<file path="config.mk">
export PLATFORM = sky130hd
export DESIGN_NAME = wb_port_arbiter
export DESIGN_NICKNAME = d
export VERILOG_FILES = /design/src/rtl/wb_port_arbiter.sv
export SDC_FILE = /design/constraint.sdc
export NUM_CORES = 1
export LEC_CHECK = 0
export CORE_ASPECT_RATIO = 0.9
export CORE_MARGIN = 2
export CORE_UTILIZATION = 30
export DETAILED_ROUTE_END_ITERATION = 6
export PLACE_DENSITY = 0.56
export SLEW_MARGIN = 20
export SYNTH_ARGS = -nofsm -noshare
export SYNTH_HDL_FRONTEND = slang
export SYNTH_SLANG_ARGS = --single-unit
</file>
<file path="constraint.sdc">
create_clock -name clk -period 3.55 [get_ports clk]
set_input_delay 0.8875 -clock clk [delete_from_list [all_inputs] [get_ports clk]]
set_output_delay 0.8875 -clock clk [all_outputs]
set_load 0.02 [all_outputs]
</file>
<file path="src/rtl/wb_port_arbiter.sv">
// wb_port_arbiter
//   Shares the single register-file write port between NREQ writeback sources
//   using round-robin valid/ready arbitration. The winning write is registered
//   and presented one cycle later. A pending-write scoreboard keeps one busy
//   bit per register, so the issue stage can stall on RAW hazards.
//
// Ports
//   clk        clock
//   rst        asynchronous, active-high reset
//   req_valid  [NREQ]       requester i has a write pending
//   req_ready  [NREQ]       requester i granted this cycle (one-hot or zero)
//   req_rd     [NREQ*AW]    dest reg of requester i, slice [i*AW +: AW]
//   req_data   [NREQ*XLEN]  write data of requester i, slice [i*XLEN +: XLEN]
//   rf_wen     register-file write enable
//   rf_rd      [AW]         register-file write address
//   rf_wdata   [XLEN]       register-file write data
//   iss_set    issue stage dispatched an instruction writing iss_rd
//   iss_rd     [AW]         dest reg of the dispatched instruction
//   chk_rs1/2  [AW]         source regs to check
//   busy_rs1/2 source reg has a write in flight (state at start of cycle)
module wb_port_arbiter #(
  parameter int NREQ = 3,
  parameter int XLEN = 32,
  parameter int NREG = 32,
  localparam int AW = $clog2(NREG)
) (
  input  logic                 clk,
  input  logic                 rst,
  input  logic [NREQ-1:0]      req_valid,
  output logic [NREQ-1:0]      req_ready,
  input  logic [NREQ*AW-1:0]   req_rd,
  input  logic [NREQ*XLEN-1:0] req_data,
  output logic                 rf_wen,
  output logic [AW-1:0]        rf_rd,
  output logic [XLEN-1:0]      rf_wdata,
  input  logic                 iss_set,
  input  logic [AW-1:0]        iss_rd,
  input  logic [AW-1:0]        chk_rs1,
  input  logic [AW-1:0]        chk_rs2,
  output logic                 busy_rs1,
  output logic                 busy_rs2
);

  localparam int PW = $clog2(NREQ);

  logic [PW-1:0]   ptr;
  logic [PW-1:0]   ptr_nxt;
  logic [PW-1:0]   grant_idx;
  logic            grant_any;
  logic [AW-1:0]   rd_sel;
  logic [XLEN-1:0] data_sel;
  logic [NREG-1:0] busy;
  logic [NREG-1:0] busy_nxt;

  // Search starts at ptr and wraps, so the most recent winner goes last.
  always_comb begin
    int j;
    req_ready = '0;
    grant_idx = '0;
    grant_any = 1'b0;
    j = 0;
    for (int k = 0; k < NREQ; k++) begin
      j = int'(ptr) + k;
      if (j >= NREQ) j = j - NREQ;
      if (!grant_any && req_valid[j]) begin
        grant_any = 1'b1;
        grant_idx = PW'(j);
      end
    end
    if (grant_any) req_ready[grant_idx] = 1'b1;
  end

  assign rd_sel   = req_rd[int'(grant_idx)*AW +: AW];
  assign data_sel = req_data[int'(grant_idx)*XLEN +: XLEN];

  always_comb begin
    ptr_nxt = ptr;
    if (grant_any) begin
      if (grant_idx == PW'(NREQ-1)) ptr_nxt = '0;
      else                          ptr_nxt = grant_idx + PW'(1);
    end
  end

  // A write to x0 is consumed but never reaches the register file;
  // address/data still update so the port shows what was accepted.
  always_ff @(posedge clk or posedge rst) begin
    if (rst) begin
      ptr      <= '0;
      rf_wen   <= 1'b0;
      rf_rd    <= '0;
      rf_wdata <= '0;
    end else begin
      ptr <= ptr_nxt;
      if (grant_any) begin
        rf_wen   <= (rd_sel != '0);
        rf_rd    <= rd_sel;
        rf_wdata <= data_sel;
      end else begin
        rf_wen <= 1'b0;
      end
    end
  end

  // Clear is applied before set so a same-edge set for the same register
  // wins: that register now belongs to a newer in-flight instruction.
  always_comb begin
    busy_nxt = busy;
    if (rf_wen) busy_nxt[rf_rd] = 1'b0;
    if (iss_set && (iss_rd != '0)) busy_nxt[iss_rd] = 1'b1;
    busy_nxt[0] = 1'b0;
  end

  always_ff @(posedge clk or posedge rst) begin
    if (rst) busy <= '0;
    else     busy <= busy_nxt;
  end

  assign busy_rs1 = busy[chk_rs1];
  assign busy_rs2 = busy[chk_rs2];

endmodule

</file>
After elaboration in Yosys (flattened, before gate mapping)
Cells that the tools add are included.

storage, ports and cells
  output and inout bits = 43
  RAM bits = 0
  memory bits (read-only) = 0
  bits in latches = 0
  bits in registers = 71
  memories kept = 0
  bits of input ports = 132

operators by class
  divide/modulo/power cells = 0
  bitwise logic cells = 3
  multiply operators = 1
  reductions and logical operators = 10
  shift operators = 2
  $lt $le $gt $ge = 14
  multiplexer cells = 33
  $add $sub $neg = 6
  equality and inequality tests = 1

operators with widths
  cell                                                                                  number
  32-bit 2-to-1 mux                                                                     5
  32-bit by 4-bit less-than comparator with 1-bit output (second input constant)        3
  96-bit by 8-bit variable part select with 32-bit output                               1
  32-bit AND                                                                            1
  32-bit NOT                                                                            1
  32-bit OR                                                                             1
  5-bit by 6-bit less-than comparator with 1-bit output (second input constant)         4
  1-bit 2-to-1 mux                                                                      15
  15-bit by 6-bit variable part select with 5-bit output                                1
  1-bit binary-select mux with 5-bit select                                             2
  1-bit demux with 5-bit select                                                         2
  5-bit by 1-bit greater-or-equal comparator with 1-bit output (second input constant)  2
  5-bit nonzero test                                                                    2
  2-bit 2-to-1 mux                                                                      4
  3-bit by 2-bit subtractor with 4-bit output (second input constant)                   2
  1-bit binary-select mux with 2-bit select                                             3
  3-bit by 2-bit greater-or-equal comparator with 1-bit output (second input constant)  2
  1-bit logical AND                                                                     6
  2-bit by 3-bit multiplier with 5-bit output (second input constant)                   1
  2-bit by 1-bit adder with 3-bit output (second input constant)                        1
  2-bit by 2-bit adder with 3-bit output (second input constant)                        1
  2-bit by 3-bit less-than comparator with 1-bit output (second input constant)         1
  3-bit 2-to-1 mux                                                                      1
  2-bit by 2-bit subtractor with 3-bit output (second input constant)                   1
  other kinds (6)                                                                       7

Logic depth before layout (Yosys ltp)
Gate-level depths: netlist (run 1).

  depth in word-level cells = 17
  depth in mapped cells = 13
  mapped depth without buffers = 10

Worst setup path before layout (run 1)
OpenSTA, ideal clock, no wires.

  path type = input-to-output
  start point = in chk_rs1[0]
  end point = out busy_rs1
  path buffers = 1
  setup slack = 0.063 ns
  stages = 4
  arrival time = 2.600 ns
  data required time = 2.663 ns
  cells stage by stage = clkbuf_1 > mux4_2 > mux4_2 > mux2_2

between the ends
  cells in the longest elaborated chain, start to end = 2

RTL lines
  what                                       RTL line  text
  start: declaration                         38        input logic [AW-1:0] chk_rs1,
  1-bit binary-select mux with 5-bit select  118       assign busy_rs1 = busy[chk_rs1];
  1-bit 2-to-1 mux (not written as such)     118
  end: declaration                           40        output logic busy_rs1,

No other way between the ends. The select of a mux whose other input is x is not followed.

Worst setup path in the final report (run 1)
Same ends and word-level chain as after synthesis.

==> impl_results.md, run 1 <==
- Clock Tree Buf Depth: 2
- Ys async rst share: 100%
- Routed WL per cell: 18.0 um
- Crit Path Max Fanout: 7
- Power density over the cells: 985 nW/um2
- Initial antenna violation count: 0
- Most common cell after layout, fill and taps aside: clkdlybuf4s50_1
- Fmax achieved: 0.285 GHz
- Required @ worst endpoint: approximately 2.7 ns
- Commonest cells after routing, fill and taps aside: clkdlybuf4s50_1, o21ai_0, dfrtp_1, nand2_1, nor2_1
- EDFF count, synth: 0
- Post-DP HPWL: 10600 um
- Status: finished, final reports clean
- Worst Skew: between 0.007 and 0.008 ns
- CP arrival: 2.62 ns
- Antenna diodes: 0
- Initial Util: between 30% and 40%
- Vias in the first global route: 4171
- Largest net degree at the start of global routing: 64
- Input/output buffers: 174
- Synth Flop Type: dfrtp_1
- CP Launch Type: input port
- Vias per cell: 5.15
- Root buf cell: clkbuf_16
- Syn Inst Count: 419
- Die Y: approximately 120 um
- Initial DRC count: between 200 and 250
- Total CTS buffers: 9
- Mapped Nets: 555
- Max-cap check violation count: 0
- Yosys cell types: 43
- CTS tree: built
- Final Cycle Share: 98.7%
- Slew @ Worst Pin: 0.685 ns
- Synthesized cell area: around 4100 um2
- Core area: 13400 um2
- GP Congestion: 0.855
- Hold_buf cts: 0
- Mean Syn Cell Area: 9.89 um2
- Synth-to-Final Area Change: 56.9%
- Final net count: 741
- Die Area: 14800 um2
- Vias: 3998
- Yosys warnings: 0
- Slew margin rel.: 54.3%
- Fin crit period: around 3.5 ns
- First-pass GRT wire length: 21900 um
- Peak supply drop: 0.517 mV
- Row count: 40
- Clock transition at path regs: around 0.06 ns
- Fin area: 6500 um2
- Final Setup Violations: 0
- Share of layout cells above drive strength 1: between 10% and 20%
- Num ports: 175
- Drt pass-1 iters: 6
- Critical path capture point type: output port
- #FFs+latches synth: 71
- Total global-route track usage: 19.2%
- TritonCTS Sinks: slightly above 70
- Fin. Hold Viols: 0
- Total wire length: 14000 um
- Die W: 128 um
- Final core occ: between 40% and 50%
- Worst skew pair latency: 0.34 ns
- Register area share after synthesis: ~43%
- Total placed instance area: 6190 um2
- Antenna viol nets, final: 0
- Hold Path Class: reg -> reg
- Setup_tns: 0 ns
- DR DRC count: 0
- GR Overflow Total: 0
- Slew Viols, Final: 0
- Static leakage: 2.61 nW
- CTS H-tree lvls: 3
- Critical Setup Path Class: in -> out
[sequential cells by signal (all words and copies together), names as in the netlist]
register,count
rf_wen,1
rf_wdata,32
rf_rd,5
busy,31
ptr,2
[metal layers]
layer	GRT usage, %	wire length (um)
met5	0	0
met4	6.67	237
met3	6.69	1150
met2	31.4	6830
met1	23.8	5750
[logic make-up (layout without fill, tap and decap cells)]
family / after synthesis / after routing / share of synthesized area [%]
mux: 49 / 49 / 17.5
compound gates: 134 / 134 / 19.2
buf+inv: 35 / 225 / 4.44
fa+ha+maj: 4 / 4 / 1.21
simple gates: 126 / 126 / 14.8
flops: 71 / 71 / 42.9
[what timing repair did]
item                       CTS  global route
setup endpoints to repair    5             4
setup buffers                0             0
gates resized for setup     35             6
pin swaps                    0             0
[cells in the mapped netlist, types with 2 or more instances]
library cell  count  area (um2)
or3_1             2        12.5
nand3b_1         13        97.6
a21oi_1          19        95.1
clkbuf_1          8        30.0
o22ai_1           2        12.5
mux4_2           18         405
ha_1              4        50.1
buf_6             3        33.8
or3b_2            5        43.8
nor3_1            2        10.0
a222oi_1         15         150
and3_1            2        12.5
o21ai_0          79         395
inv_1             8        30.0
buf_2            11        55.1
nand2_1          64         240
nor2_1           25        93.8
nand3_1           4        20.0
nor3b_1           2        15.0
mux2i_1          23         230
mux2_2            8        90.1
o21ai_1           8        40.0
o31a_1            2        17.5
dfrtp_1          71        1780
or2b_1            2        15.0
a221o_1           2        20.0
[power breakdown]
part,switching (W),total [W],internal [W]
sequential,0.000350,0.00161,0.00126
clock,0.000343,0.000921,0.000577
combinational,0.00206,0.00387,0.00181
total,0.00275,0.00640,0.00365
[layout make-up]
| type | instances | area (um2) |
|---|---|---|
| inverter | 9 | 36.3 |
| fill | 1300 | 6910 |
| clock inverter | 3 | 42.5 |
| clock buffer | 12 | 256 |
| tap | 168 | 210 |
| sequential | 71 | 1780 |
| multi-input combinational | 313 | 2220 |
| timing repair buffer | 201 | 1960 |
[path summary, 6_finish.rpt]
check	start	to	slack (ns)	cells past startpoint
hold / removal	rf_wdata[31]$_DFFE_PP0P_	rf_wdata[31]$_DFFE_PP0P_	0.48	2
setup / recovery	chk_rs1[0]	busy_rs1	0.05	6
max in group asynchronous	rst	busy[1]$_DFF_PP0_	1.92	3
hold reg to reg	rf_wdata[31]$_DFFE_PP0P_	rf_wdata[31]$_DFFE_PP0P_	0.48	2
setup reg to reg	ptr[1]$_DFFE_PP0P_	rf_wen$_DFF_PP0_	0.31	11
min in group asynchronous	rst	rf_wdata[19]$_DFFE_PP0P_	0.97	2
[critical path, cell delays in order]
cell	delay [ns]
clkdlybuf4s15_1	0.18
buf_6	0.15
mux4_2	0.51
mux4_2	0.48
mux2_4	0.28
buf_6	0.13
[stage by stage]
| stage | hold slack, ns | total power, W | std cells | worst slack (ns) |
|---|---|---|---|---|
| final | 0.475 | 0.00640 | 777 | 0.0452 |
| after global routing | 0.519 | 0.00690 | 777 | -0.00645 |
| after CTS | 0.481 | 0.00645 | 777 | 0.0143 |
| after detailed placement | 0.469 | 0.00551 | 762 | -0.661 |
| after global placement | 0.463 | 0.00543 | 762 | -0.656 |
| after floorplan | 0.481 | 0.00400 | 419 | 0.0628 |
No activity file was read; power rests on OpenSTA's default activity.
==> inputs of run 2 (changes only) <==
Settings changed: ABC_AREA set to 0.
==> results of run 2 <==
No change in the layout: final DEF, timing and power equal those of run 1.
==> inputs of run 3 (changes only) <==
Settings changed: SKIP_CTS_REPAIR_TIMING set to 1.
==> impl_results.md, run 3 (same netlist as run 1, synthesis figures left out) <==
- Die W: 128 um
- Die Y: 116 um
- Row count: 40
- Fin. Hold Viols: 0
- Seq pwr share: 25.1%
- Final cell count without fillers: 777
- Sw frac: 43.0%
- Biggest registers after layout: rf_wdata: 32 flops, busy: 31 flops, rf_rd: 5 flops
- Vias: 4023
- Peak supply drop: 0.513 mV
- Levels on crit path: 6
- Hold depth: 2
- Fmax achieved: 0.291 GHz
- Final Cycle Share: 96.7%
- Largest net degree at the start of global routing: 64
- Depth of the worst register-to-register path: 11
- Logic pwr share: 60.6%
- Vias per cell: a little over 5
- Clock Tree Buf Depth: 2
- First-pass GRT wire length: 21900 um
- Power density over the cells: a little under 1000 nW/um2
- Total CTS buffers: 9
- Setup_tns: 0 ns
- Die Area: 14800 um2
- GR Overflow Total: 0
- Final net count: 741
- P_int: 0.00365 W
- CTS H-tree lvls: 3
- Routed WL per cell: 18.0 um
- Worst Skew: 0.00652 ns
- Final Setup Violations: 0
- Antenna diodes: 0
- Fin crit period: 3.43 ns
- Switch Pwr: 0.00275 W
- Initial antenna violation count: 0
- Slew margin rel.: between 50% and 60%
- Post-DP HPWL: around 11000 um
- Initial DRC count: between 200 and 250
- Slew Viols, Final: 0
- Antenna viol nets, final: 0
- TritonCTS Sinks: 71
- CP max stage cell: mux4_2
- CP arrival: 2.54 ns
- Synth-to-Final Area Change: 57.7%
- Final core occ: 48.7%
- Total placed instance area: 6190 um2
- DR DRC count: 0
- Initial Util: between 30% and 40%
- Total wire length: between 10000 and 15000 um
- Largest register by flop count: rf_wdata
- Most common cell after layout, fill and taps aside: clkdlybuf4s50_1
- Core area: 13400 um2
- Worst path bufs/invs: 3
- Required @ worst endpoint: 2.66 ns
- Hold Path Class: reg -> reg
- Static leakage: around 2.7 nW
- Status: finished, final reports clean
- GP Congestion: 0.855
- RSZ-0062 raised after global routing: no
- Slowest Stage Delay on Critical Path: ~0.5 ns
- Drt pass-1 iters: 5
- CP Launch Type: input port
- Clock Power Share: 14.3%
- Num ports: roughly 180
- Fin area: around 6500 um2
- Total global-route track usage: 19.1%
- Clock transition at path regs: 0.05 ns
- Share of layout cells above drive strength 1: 14.8%
- Root buf cell: clkbuf_16
- Input/output buffers: 174
- Crit path cell chain: dlymetal6s2s_1 -> buf_6 -> mux4_2 -> mux4_2 -> mux2_4 -> buf_6
- Vias in the first global route: about 4200
- Critical path capture point type: output port
- Max-cap check violation count: 0
- CTS tree: built
- Number of flip-flops in the largest register: 32
- Critical Setup Path Class: in -> out
- Crit Path Max Fanout: 7
- Worst skew pair latency: approximately 0.34 ns
- Crit path max-delay family: multiplexers
- Cells after DPL: roughly 760
- Commonest cells after routing, fill and taps aside: clkdlybuf4s50_1, o21ai_0, dfrtp_1, nand2_1, nor2_1
- Slew @ Worst Pin: 0.679 ns
- Tot Pwr: around 0.0064 W
==> run 3: cell count changes in the layout (fill, tap and decap cells not counted), sizes merged <==
| cell | delta |
|---|---|
| dlymetal6s2s | +8 |
| dlygate4sd2 | -5 |
| clkdlybuf4s15 | -2 |
| buf | -1 |
==> run 3: routing by layer <==
| metal | part of all wire, % | global-route usage [%] | vias up |
|---|---|---|---|
| li1 | - | - | 1929 |
| met1 | 41 | 23.8 | 1928 |
| met2 | 49 | 31.3 | 148 |
| met3 | 8.3 | 6.69 | 18 |
| met4 | 1.7 | 6.67 | 0 |
| met5 | 0 | 0 | - |
==> run 3: path summary, 6_finish.rpt <==
check                                          from                  endpoint  slack [ns]
setup / recovery                         chk_rs1[0]                  busy_rs1        0.12
hold / removal             rf_wdata[31]$_DFFE_PP0P_  rf_wdata[31]$_DFFE_PP0P_        0.47
setup reg to reg                 ptr[1]$_DFFE_PP0P_          rf_wen$_DFF_PP0_        0.32
hold reg to reg            rf_wdata[31]$_DFFE_PP0P_  rf_wdata[31]$_DFFE_PP0P_        0.47
max in group asynchronous                       rst         busy[1]$_DFF_PP0_        1.92
min in group asynchronous                       rst  rf_wdata[19]$_DFFE_PP0P_        0.97
==> run 3: cell type report <==
type	count	area, um2
clock inverters	3	42.5
inverters	9	36.3
repair buffers	201	1990
fillers	1294	6880
well taps	168	210
flip-flops and latches	71	1780
multi-input cells	313	2220
clock buffers	12	256
==> run 3: through the flow <==
| step | hold slack, ns | setup slack [ns] |
|---|---|---|
| after floorplan | 0.481 | 0.0628 |
| after detailed placement | 0.469 | -0.661 |
| after global routing | 0.519 | 0.0291 |
| final | 0.474 | 0.119 |
| after CTS | 0.481 | -0.681 |
| after global placement | 0.463 | -0.656 |
==> run 3: power by group through the flow <==
| stage | registers, W | clock network, W | logic [W] |
|---|---|---|---|
| finish | 0.00161 | 0.000916 | 0.00388 |
| global route | 0.00166 | 0.000970 | 0.00427 |
| CTS | 0.00161 | 0.000940 | 0.00390 |
| detailed placement | 0.00161 | 0 | 0.00390 |
| global placement | 0.00160 | 0 | 0.00384 |
| floorplan | 0.00174 | 0 | 0.00226 |
==> run 3: worst register-to-register path: cells and delay by family, from the launching register on <==
kind | cells | cell delay, ns
muxes | 3 | 0.90
buffers and inverters | 3 | 0.65
and+or+nand+nor | 2 | 0.45
DFF | 1 | 0.41
AOI/OAI and AO/OA | 2 | 0.39
adders and majority gates | 1 | 0.29
